File: config.mk
export PLATFORM = sky130hd
export DESIGN_NAME = fp_normalize_round
export DESIGN_NICKNAME = d
export VERILOG_FILES = /design/src/rtl/fp_normalize_round.sv
export SDC_FILE = /design/constraint.sdc
export NUM_CORES = 1
export LEC_CHECK = 0
export ABC_AREA = 0
export BUFFER_PORTS_ARGS = -buffer_cell sky130_fd_sc_hd__buf_4
export CAP_MARGIN = 20
export CORE_ASPECT_RATIO = 1.25
export CORE_UTILIZATION = 30
export CTS_CLUSTER_SIZE = 20
export DETAILED_ROUTE_END_ITERATION = 8
export SETUP_SLACK_MARGIN = 0.05
export SLEW_MARGIN = 10
export SYNTH_ARGS = -nofsm -noshare
export SYNTH_HDL_FRONTEND = slang
export SYNTH_SLANG_ARGS = --single-unit
File: constraint.sdc
create_clock -name clk -period 4.4 [get_ports clk]
set_input_delay 0.22 -clock clk [delete_from_list [all_inputs] [get_ports clk]]
set_output_delay 0.22 -clock clk [all_outputs]
set_load 0.05 [all_outputs]
File: src/rtl/fp_normalize_round.sv
// rtl/fp_normalize_round.sv - normalize and round-to-nearest-even stage after the FP adder.
// Optional FPNR_FAST_SHIFT_EN: single-cycle LZC and barrel shift replaces the bit-serial SHIFT state.
module fp_normalize_round (
  input  logic        clk,
  input  logic        rst_n,
  input  logic        in_valid,
  output logic        in_ready,
  input  logic        in_sign,
  input  logic [7:0]  in_exp,
  input  logic [26:0] in_frac,
  output logic        out_valid,
  input  logic        out_ready,
  output logic [31:0] out_result,
  output logic        out_overflow,
  output logic        out_underflow,
  output logic        out_invalid
);

  localparam logic [1:0] IDLE  = 2'd0;
  localparam logic [1:0] SHIFT = 2'd1;
  localparam logic [1:0] ROUND = 2'd2;
  localparam logic [1:0] DONE  = 2'd3;

  logic [1:0]        state;
  logic              sign_q;
  logic signed [9:0] exp_q;
  logic [26:0]       frac_q;

  logic              round_up;
  logic [24:0]       rsum;
  logic signed [9:0] exp_fin;
  logic [22:0]       mant;

  assign in_ready  = (state == IDLE);
  assign out_valid = (state == DONE);

  // Rounding works on frac[26:2] only, so a carry lands in rsum[24].
  always_comb begin
    round_up = frac_q[1] & (frac_q[0] | frac_q[2]);
    rsum     = frac_q[26:2] + {24'd0, round_up};
    exp_fin  = exp_q + $signed({9'd0, rsum[24]});
    mant     = rsum[24] ? rsum[23:1] : rsum[22:0];
  end

`ifdef FPNR_FAST_SHIFT_EN
  logic [4:0] lzc;

  always_comb begin
    lzc = 5'd0;
    for (int i = 0; i < 26; i++) begin
      if (frac_q[i]) lzc = 5'(25 - i);
    end
  end
`endif

  always_ff @(posedge clk or negedge rst_n) begin
    if (!rst_n) begin
      state         <= IDLE;
      sign_q        <= 1'b0;
      exp_q         <= '0;
      frac_q        <= '0;
      out_result    <= '0;
      out_overflow  <= 1'b0;
      out_underflow <= 1'b0;
      out_invalid   <= 1'b0;
    end else begin
      case (state)
        IDLE: begin
          if (in_valid) begin
            sign_q        <= in_sign;
            exp_q         <= $signed({2'b00, in_exp});
            frac_q        <= in_frac;
            out_overflow  <= 1'b0;
            out_underflow <= 1'b0;
            out_invalid   <= 1'b0;
            if (in_exp == 8'h00 || in_exp == 8'hFF) begin
              out_result  <= 32'h7FC0_0000;
              out_invalid <= 1'b1;
              state       <= DONE;
            end else if (in_frac == 27'd0) begin
              out_result <= {in_sign, 31'd0};
              state      <= DONE;
            end else if (in_frac[26]) begin
              // Fold the dropped bit into sticky so rounding still sees it.
              frac_q <= {1'b0, in_frac[26:2], in_frac[1] | in_frac[0]};
              exp_q  <= $signed({2'b00, in_exp}) + 10'sd1;
              state  <= ROUND;
            end else if (in_frac[25]) begin
              state <= ROUND;
            end else begin
              state <= SHIFT;
            end
          end
        end
        SHIFT: begin
`ifdef FPNR_FAST_SHIFT_EN
          if ($signed({5'd0, lzc}) >= exp_q) begin
            out_result    <= {sign_q, 31'd0};
            out_underflow <= 1'b1;
            state         <= DONE;
          end else begin
            frac_q <= frac_q << lzc;
            exp_q  <= exp_q - $signed({5'd0, lzc});
            state  <= ROUND;
          end
`else
          if (exp_q == 10'sd1) begin
            out_result    <= {sign_q, 31'd0};
            out_underflow <= 1'b1;
            state         <= DONE;
          end else begin
            frac_q <= {frac_q[25:0], 1'b0};
            exp_q  <= exp_q - 10'sd1;
            if (frac_q[24]) state <= ROUND;
          end
`endif
        end
        ROUND: begin
          if (exp_fin >= 10'sd255) begin
            out_result   <= {sign_q, 8'hFF, 23'd0};
            out_overflow <= 1'b1;
          end else begin
            out_result <= {sign_q, exp_fin[7:0], mant};
          end
          state <= DONE;
        end
        DONE: begin
          if (out_ready) state <= IDLE;
        end
        default: state <= IDLE;
      endcase
    end
  end

endmodule

==> results by group, run 1 <==
Status
  • Status: finished clean

Global routing
  • Vias in the first global route: roughly 4.8k
  • Gr ovfl total: 0
  • Largest net degree at the start of global routing: 76
  • Initial antenna violation count: 0
  • First-pass GRT wire length: ~26000 um
  • All-Layer GR Usage: 0.181

Layout
  • Final net count: approximately 740
  • Post-Route Utilization: 0.371
  • Ratio of cells with drive above 1 in the final layout: 0.208
  • # diodes: 0
  • Synth-to-Final Area Change: 20.6%

Timing
  • Worst Tran Pin Value: 0.953 ns
  • Rel. slew slack: 0.365
  • Part of the cycle the worst path needs: 0.893
  • Worst Clk Skew: approximately 0.0099 ns
  • Final hold vios: 0
  • Max-slew violation count: 0
  • RSZ-0062 raised after global routing: false
  • Fin crit period: just under 4 ns
  • Setup_tns: 0 ns
  • Max Freq: between 200 and 300 MHz
  • Final setup viols: 0

CTS
  • Clock slew at reported path FFs: 0.07 ns
  • Num CTS Buffers: 9
  • CTS tree: done
  • Clock buffer depth: 2
  • Root Driver: clkbuf_16
  • Worst skew pair latency: 0.35 ns
  • CTS sink count: 75
  • H-Tree Depth: 3

Die
  • CORE AREA: ~17000 sq um
  • Initial Utilization: 0.307
  • IO Pins: 77
  • FP Rows: 54
  • Chip Height: 151 um
  • Die W: between 100 and 150 um
  • Die outline area: 18400 sq um

Setup path
  • CP Cell Sequence: and2_1 > ha_1 > nand4_1 > or4_4 > nor2_8 > xnor2_4 > clkinv_2 > ha_1 > ha_1 > nand3_1 > o21a_1 > o2111ai_1 > a32oi_1 > buf_4 > nand2b_1 > o41ai_1
  • Stages on worst setup path: 16
  • CP Launch Type: flop
  • Crit path DAT: 4.16 ns
  • CP Buf/Inv Count: 2
  • Worst Setup Path Type: flop to flop
  • Worst r2r path cells: 16
  • Most frequent CP cell: ha_1
  • Highest-delay cell along the critical path: or4_4
  • Critical path peak fanout: 12
  • Critical path endpoint category: flop
  • CP required: 4.63 ns
  • Critical Path Max Stage Delay: between 0.5 and 0.6 ns
  • Crit-path leading delay family: simple AND/OR/NAND/NOR gates

Logic synthesis
  • Synth Area in Adders: 0.0257
  • Xor-xnor portion of the synthesized cell area: 0.0558
  • Largest family of logic cells by synthesized area: simple AND/OR/NAND/NOR gates
  • Simple-Gate Fraction of Synth Area: 0.228
  • Register bit count reported by yosys: 75
  • Register area share after synthesis: 0.350
  • Compound-gate portion of the synthesized area: 0.201
  • Mean Syn Cell Area: approximately 8.4 sq um
  • Syn Std Cell Area: between 5000 and 6000 sq um
  • Async SR Flop Fraction: 1.00
  • Ys Warns: 0
  • Synth Net Count: between 600 and 700
  • Post-synth EDFFs: 0
  • Post-synthesis mux area share: 0.0885
  • Netlist cell types: between 60 and 70
  • Mapped Cells: approximately 640
  • Ys flop type: dfrtp_1

Hold path
  • Worst min path class: input pin to flop
  • Hold path cells: 2

Routing
  • Initial DRC Count: between 300 and 400
  • WL/cell: ~18 um
  • DRC: 0
  • First-pass DRT Iterations: 4
  • Post-DRT Antenna Nets: 0
  • Via count: 4919
  • Via/cell ratio: ~5.4
  • WL final: approximately 16000 um

Place
  • Final GP Congestion: 0.901
  • HPWL after detailed placement: roughly 12000 um
  • Port Buf Inserts: 76

Run
  • Max-cap check violation count: 0

Pwr
  • Power Dens Cells: roughly 700 nW/um^2
  • Peak VDD IR: about 410 uV
  • P_leak: 0.00269 uW
==> sequential cells by signal, summed over array words and instances, names as in the netlist <==
register and cells:
sign_q 1, frac_q 27, state 2, out_invalid 1, exp_q 10, out_overflow 1
out_result 32, out_underflow 1
==> cell usage in the layout, fill, tap and decap left out, drive strengths merged, types with 3 or more instances in the layout <==
master,synthesis,routed
xnor2,18,18
and2,7,7
o211ai,3,3
ha,11,11
o21a,3,3
clkbuf,34,10
nor3,13,13
nand2,95,95
clkinv,1,4
buf,18,92
o31ai,4,4
nand4,12,12
mux2,19,19
a21oi,28,28
o221ai,9,9
o21ai,51,51
nor2b,3,3
mux2i,26,26
and4,3,3
nand3b,3,3
o31a,4,4
a32o,14,14
a22oi,3,3
nor2,46,46
inv,14,15
and3,10,10
nor4,16,16
dfrtp,75,75
a22o,3,3
xor2,14,14
a211oi,3,3
a31oi,3,3
nand2b,7,7
o41ai,7,7
nand3,23,23
o22ai,3,3
==> cells by family (layout without fill, tap and decap cells) <==
| group | after synthesis | after routing |
|---|---|---|
| adder cells (fa/ha/maj) | 11 | 11 |
| AO/OA/AOI/OAI | 157 | 157 |
| flip-flops | 75 | 75 |
| AND/OR/NAND/NOR | 248 | 248 |
| buffers and inverters | 67 | 124 |
| XOR/XNOR | 32 | 32 |
| multiplexers | 45 | 45 |
==> synthesized netlist by cell type (3+ instances only) <==
cell type,count,share of area
nor4_1,16,0.019
a22o_1,3,0.0049
a31oi_1,3,0.0035
buf_1,7,0.0049
a21oi_1,28,0.026
buf_2,10,0.0093
ha_1,11,0.026
o41ai_1,6,0.0098
nand2b_1,7,0.0082
xor2_1,14,0.023
clkbuf_1,33,0.023
nor2b_1,3,0.0035
mux2i_1,26,0.049
nor3_1,12,0.011
o31ai_1,4,0.0056
nand4_1,11,0.013
o31a_1,4,0.0065
o211ai_1,3,0.0042
and3_1,10,0.012
o21ai_0,50,0.047
nand2_1,95,0.067
o21a_1,3,0.0042
a32o_1,14,0.026
a22oi_1,3,0.0042
dfrtp_1,75,0.35
xnor2_1,17,0.028
mux2_2,19,0.040
o221ai_1,9,0.015
o22ai_1,3,0.0035
nand3b_1,3,0.0042
nor2_1,45,0.032
inv_1,14,0.0098
and2_1,7,0.0082
and4_1,3,0.0049
nand3_1,22,0.021
==> per-stage QoR <==
step | hold WS [ns] | instances | setup WS, ns | total power, uW | instance area, sq um
after CTS | 0.0858 | 913 | 0.219 | 4550 | 6400
after detailed placement | 0.459 | 897 | 0.254 | 3830 | 6130
after global routing | 0.123 | 916 | 0.135 | 4870 | 6460
after floorplan | -0.0756 | 635 | 0.380 | 3100 | 5360
final | 0.119 | 916 | 0.469 | 4550 | 6460
after global placement | 0.456 | 897 | 0.325 | 3820 | 6130
==> path summary, 6_finish.rpt <==
| path | from | endpoint | slack (ns) |
|---|---|---|---|
| worst max-delay path | frac_q[1] | out_result[22] | 0.47 |
| worst min-delay path | in_sign | sign_q | 0.12 |
| worst max register to register | frac_q[1] | out_result[22] | 0.47 |
| worst min register to register | out_result[0] | out_result[0] | 0.48 |
| max in group asynchronous | rst_n | frac_q[4] | 3.51 |
| min in group asynchronous | rst_n | out_result[7] | 0.31 |
==> routing by layer <==
layer | share of wire | global-route usage | up-vias | wire length [um]
li1 | - | - | 2426 | -
met2 | 0.52 | 0.319 | 103 | 8280
met5 | 0 | 0 | - | 0
met1 | 0.43 | 0.225 | 2379 | 6910
met4 | 0.012 | 0.0525 | 0 | 186
met3 | 0.042 | 0.0286 | 11 | 666
==> power breakdown <==
part           total, uW  internal, uW  switching (uW)  leakage [uW]
combinational       2510           955            1560       0.00160
sequential          1320           960             363      0.000959
clock                715           387             328      0.000129
total               4550          2300            2250       0.00269
==> area by class of cell <==
cell class / count / area, sq um
clock buffers: 10 / 229
clock inverters: 6 / 50.0
fillers: 1854 / 11000
inverters: 15 / 57.6
multi-input cells: 493 / 3230
flip-flops and latches: 75 / 1880
well taps: 224 / 280
repair buffers: 93 / 733
==> timing repair <==
action                                 CTS  global route
hold buffers                             0             1
setup buffers                            0             0
endpoints found under the hold margin    0            19
resized for setup                        0             3
setup endpoints to repair                0            20
(Power assumes the default switching activity.)
==> run 2, diff against run 1 <==
--- a/config.mk
+++ b/config.mk
@@ -5,11 +5,11 @@
 export SDC_FILE = /design/constraint.sdc
 export NUM_CORES = 1
 export LEC_CHECK = 0
-export ABC_AREA = 0
 export BUFFER_PORTS_ARGS = -buffer_cell sky130_fd_sc_hd__buf_4
 export CAP_MARGIN = 20
 export CORE_ASPECT_RATIO = 1.25
 export CORE_UTILIZATION = 30
+export CTS_BUF_LIST = sky130_fd_sc_hd__clkbuf_16
 export CTS_CLUSTER_SIZE = 20
 export DETAILED_ROUTE_END_ITERATION = 8
 export SETUP_SLACK_MARGIN = 0.05
==> results by group, run 2 (same netlist as run 1, synthesis figures left out) <==
Routing
  • First-pass DRT Iterations: 5
  • Via count: ~5k
  • Post-DRT Antenna Nets: 0
  • Initial DRC Count: about 340
  • Routed length on met2: 8280 um
  • Max layer used: met4
  • Via/cell ratio: ~5.4
  • Metal3 WL: between 600 and 700 um
  • WL final: approximately 16000 um
  • Met1 WL: between 6000 and 7000 um
  • WL/cell: about 18 um
  • DRC: 0

Die
  • Initial Utilization: 0.307
  • Chip Height: approximately 150 um
  • IO Pins: slightly below 80
  • FP Rows: 54
  • Die outline area: 18400 sq um
  • CORE AREA: around 17000 sq um
  • Die W: approximately 120 um

Timing
  • RSZ-0062 raised after global routing: false
  • Worst Tran Pin Value: around 0.95 ns
  • Rel. slew slack: 0.364
  • Setup_tns: 0 ns
  • Worst Clk Skew: 0.00962 ns
  • Max Freq: between 200 and 300 MHz
  • Max-slew violation count: 0
  • Final setup viols: 0
  • Part of the cycle the worst path needs: 0.893
  • Fin crit period: between 3 and 4 ns
  • Final hold vios: 0

Global routing
  • Initial antenna violation count: 0
  • Vias in the first global route: between 4k and 5k
  • All-Layer GR Usage: 0.181
  • First-pass GRT wire length: about 26000 um
  • Gr ovfl total: 0
  • Largest net degree at the start of global routing: 76

CTS
  • CTS sink count: 75
  • Worst skew pair latency: approximately 0.35 ns
  • CTS tree: done
  • Root Driver: clkbuf_16
  • H-Tree Depth: 3
  • Num CTS Buffers: 9
  • Clock slew at reported path FFs: 0.07 ns
  • Clock buffer depth: 2

Setup path
  • CP Cell Sequence: and2_1 > ha_1 > nand4_1 > or4_4 > nor2_8 > xnor2_4 > clkinv_2 > ha_1 > ha_1 > nand3_1 > o21a_1 > o2111ai_1 > a32oi_1 > buf_4 > nand2b_1 > o41ai_1
  • Worst Setup Path Type: flop to flop
  • Most frequent CP cell: ha_1
  • Critical Path Max Stage Delay: approximately 0.53 ns
  • Highest-delay cell along the critical path: or4_4
  • Reg2reg setup slack: approximately 0.47 ns
  • Critical path peak fanout: 12
  • CP required: 4.63 ns
  • CP Launch Type: flop
  • Crit path DAT: 4.16 ns
  • Critical path endpoint category: flop

Layout
  • Largest register FFs: 32
  • Multi-input gate area in the final layout: 3230 sq um
  • Reg with most FFs: out_result
  • Regs by FF count: out_result x32, frac_q x27, exp_q x10
  • Post-Route Utilization: 0.371
  • Final net count: between 700 and 800
  • Seq. cell area: ~1900 sq um
  • Most frequent cells in the layout: nand2_1 (95), buf_4 (90), dfrtp_1 (74)
  • # diodes: 0
  • Fill count: ~1.9k
  • Commonest non-fill, non-tap cell in the layout: nand2_1
  • Ratio of cells with drive above 1 in the final layout: 0.208
  • Synth-to-Final Area Change: 20.6%

Pwr
  • P_leak: between 0.002 and 0.003 uW
  • Power Dens Cells: between 700 and 800 nW/um^2
  • Peak VDD IR: a little over 400 uV

Status
  • Status: finished clean

Place
  • Port Buf Inserts: 76
  • Final GP Congestion: 0.901
  • HPWL after detailed placement: around 12000 um

Run
  • Max-cap check violation count: 0

Hold path
  • Worst min path class: input pin to flop
==> run 2: per-layer routing <==
layer  vias to the layer above  GRT usage
li1                       2426          -
met1                      2381      0.225
met2                       105      0.319
met3                        13     0.0286
met4                         0     0.0525
met5                         -          0
==> run 2: critical path: cells and delay by family (launching register included) <==
family	cells	cell delay [ns]
AOI/OAI and AO/OA	4	0.97
buffers and inverters	2	0.27
adders and majority gates	3	0.59
xor gates and xnor gates	1	0.08
DFF	1	0.42
and+or+nand+nor	6	1.47
==> run 2: what timing repair did <==
| action | CTS | global route |
|---|---|---|
| hold buffers | 0 | 1 |
| resized for setup | 0 | 3 |
| endpoints found under the hold margin | 0 | 19 |
| setup endpoints to repair | 0 | 20 |
| buffers inserted | 0 | 0 |
==> run 2: per-stage QoR <==
step | cells | total power, uW | hold slack, ns | area [sq um] | worst slack [ns]
floorplan | 635 | 3100 | -0.0756 | 5360 | 0.380
global placement | 897 | 3820 | 0.456 | 6130 | 0.325
detailed placement | 897 | 3830 | 0.459 | 6130 | 0.254
CTS | 913 | 4550 | 0.0858 | 6400 | 0.219
global route | 916 | 4870 | 0.123 | 6460 | 0.135
finish | 916 | 4550 | 0.119 | 6460 | 0.471
==> run 2: worst paths after layout <==
kind                                     from        endpoint  depth (start not counted)
worst max register to register      frac_q[1]  out_result[22]                         16
worst min-delay path                  in_sign          sign_q                          2
worst max-delay path                frac_q[1]  out_result[22]                         16
min in group asynchronous               rst_n   out_result[7]                          2
max in group asynchronous               rst_n       frac_q[4]                          3
worst min register to register  out_result[0]   out_result[0]                          2
==> run 2: cell type report <==
type	instances	share of cell area
sequential	75	0.291
inverter	15	0.00891
clock buffer	9	0.0349
tap	224	0.0434
clock inverter	7	0.00833
timing repair buffer	93	0.113
multi-input combinational	493	0.500
==> run 2: report_power, final <==
part / leakage (uW) / internal [uW] / switching (uW)
Clock: 0.000133 / 385 / 328
Combinational: 0.00160 / 955 / 1560
Sequential: 0.000959 / 960 / 364
Total: 0.00269 / 2300 / 2250
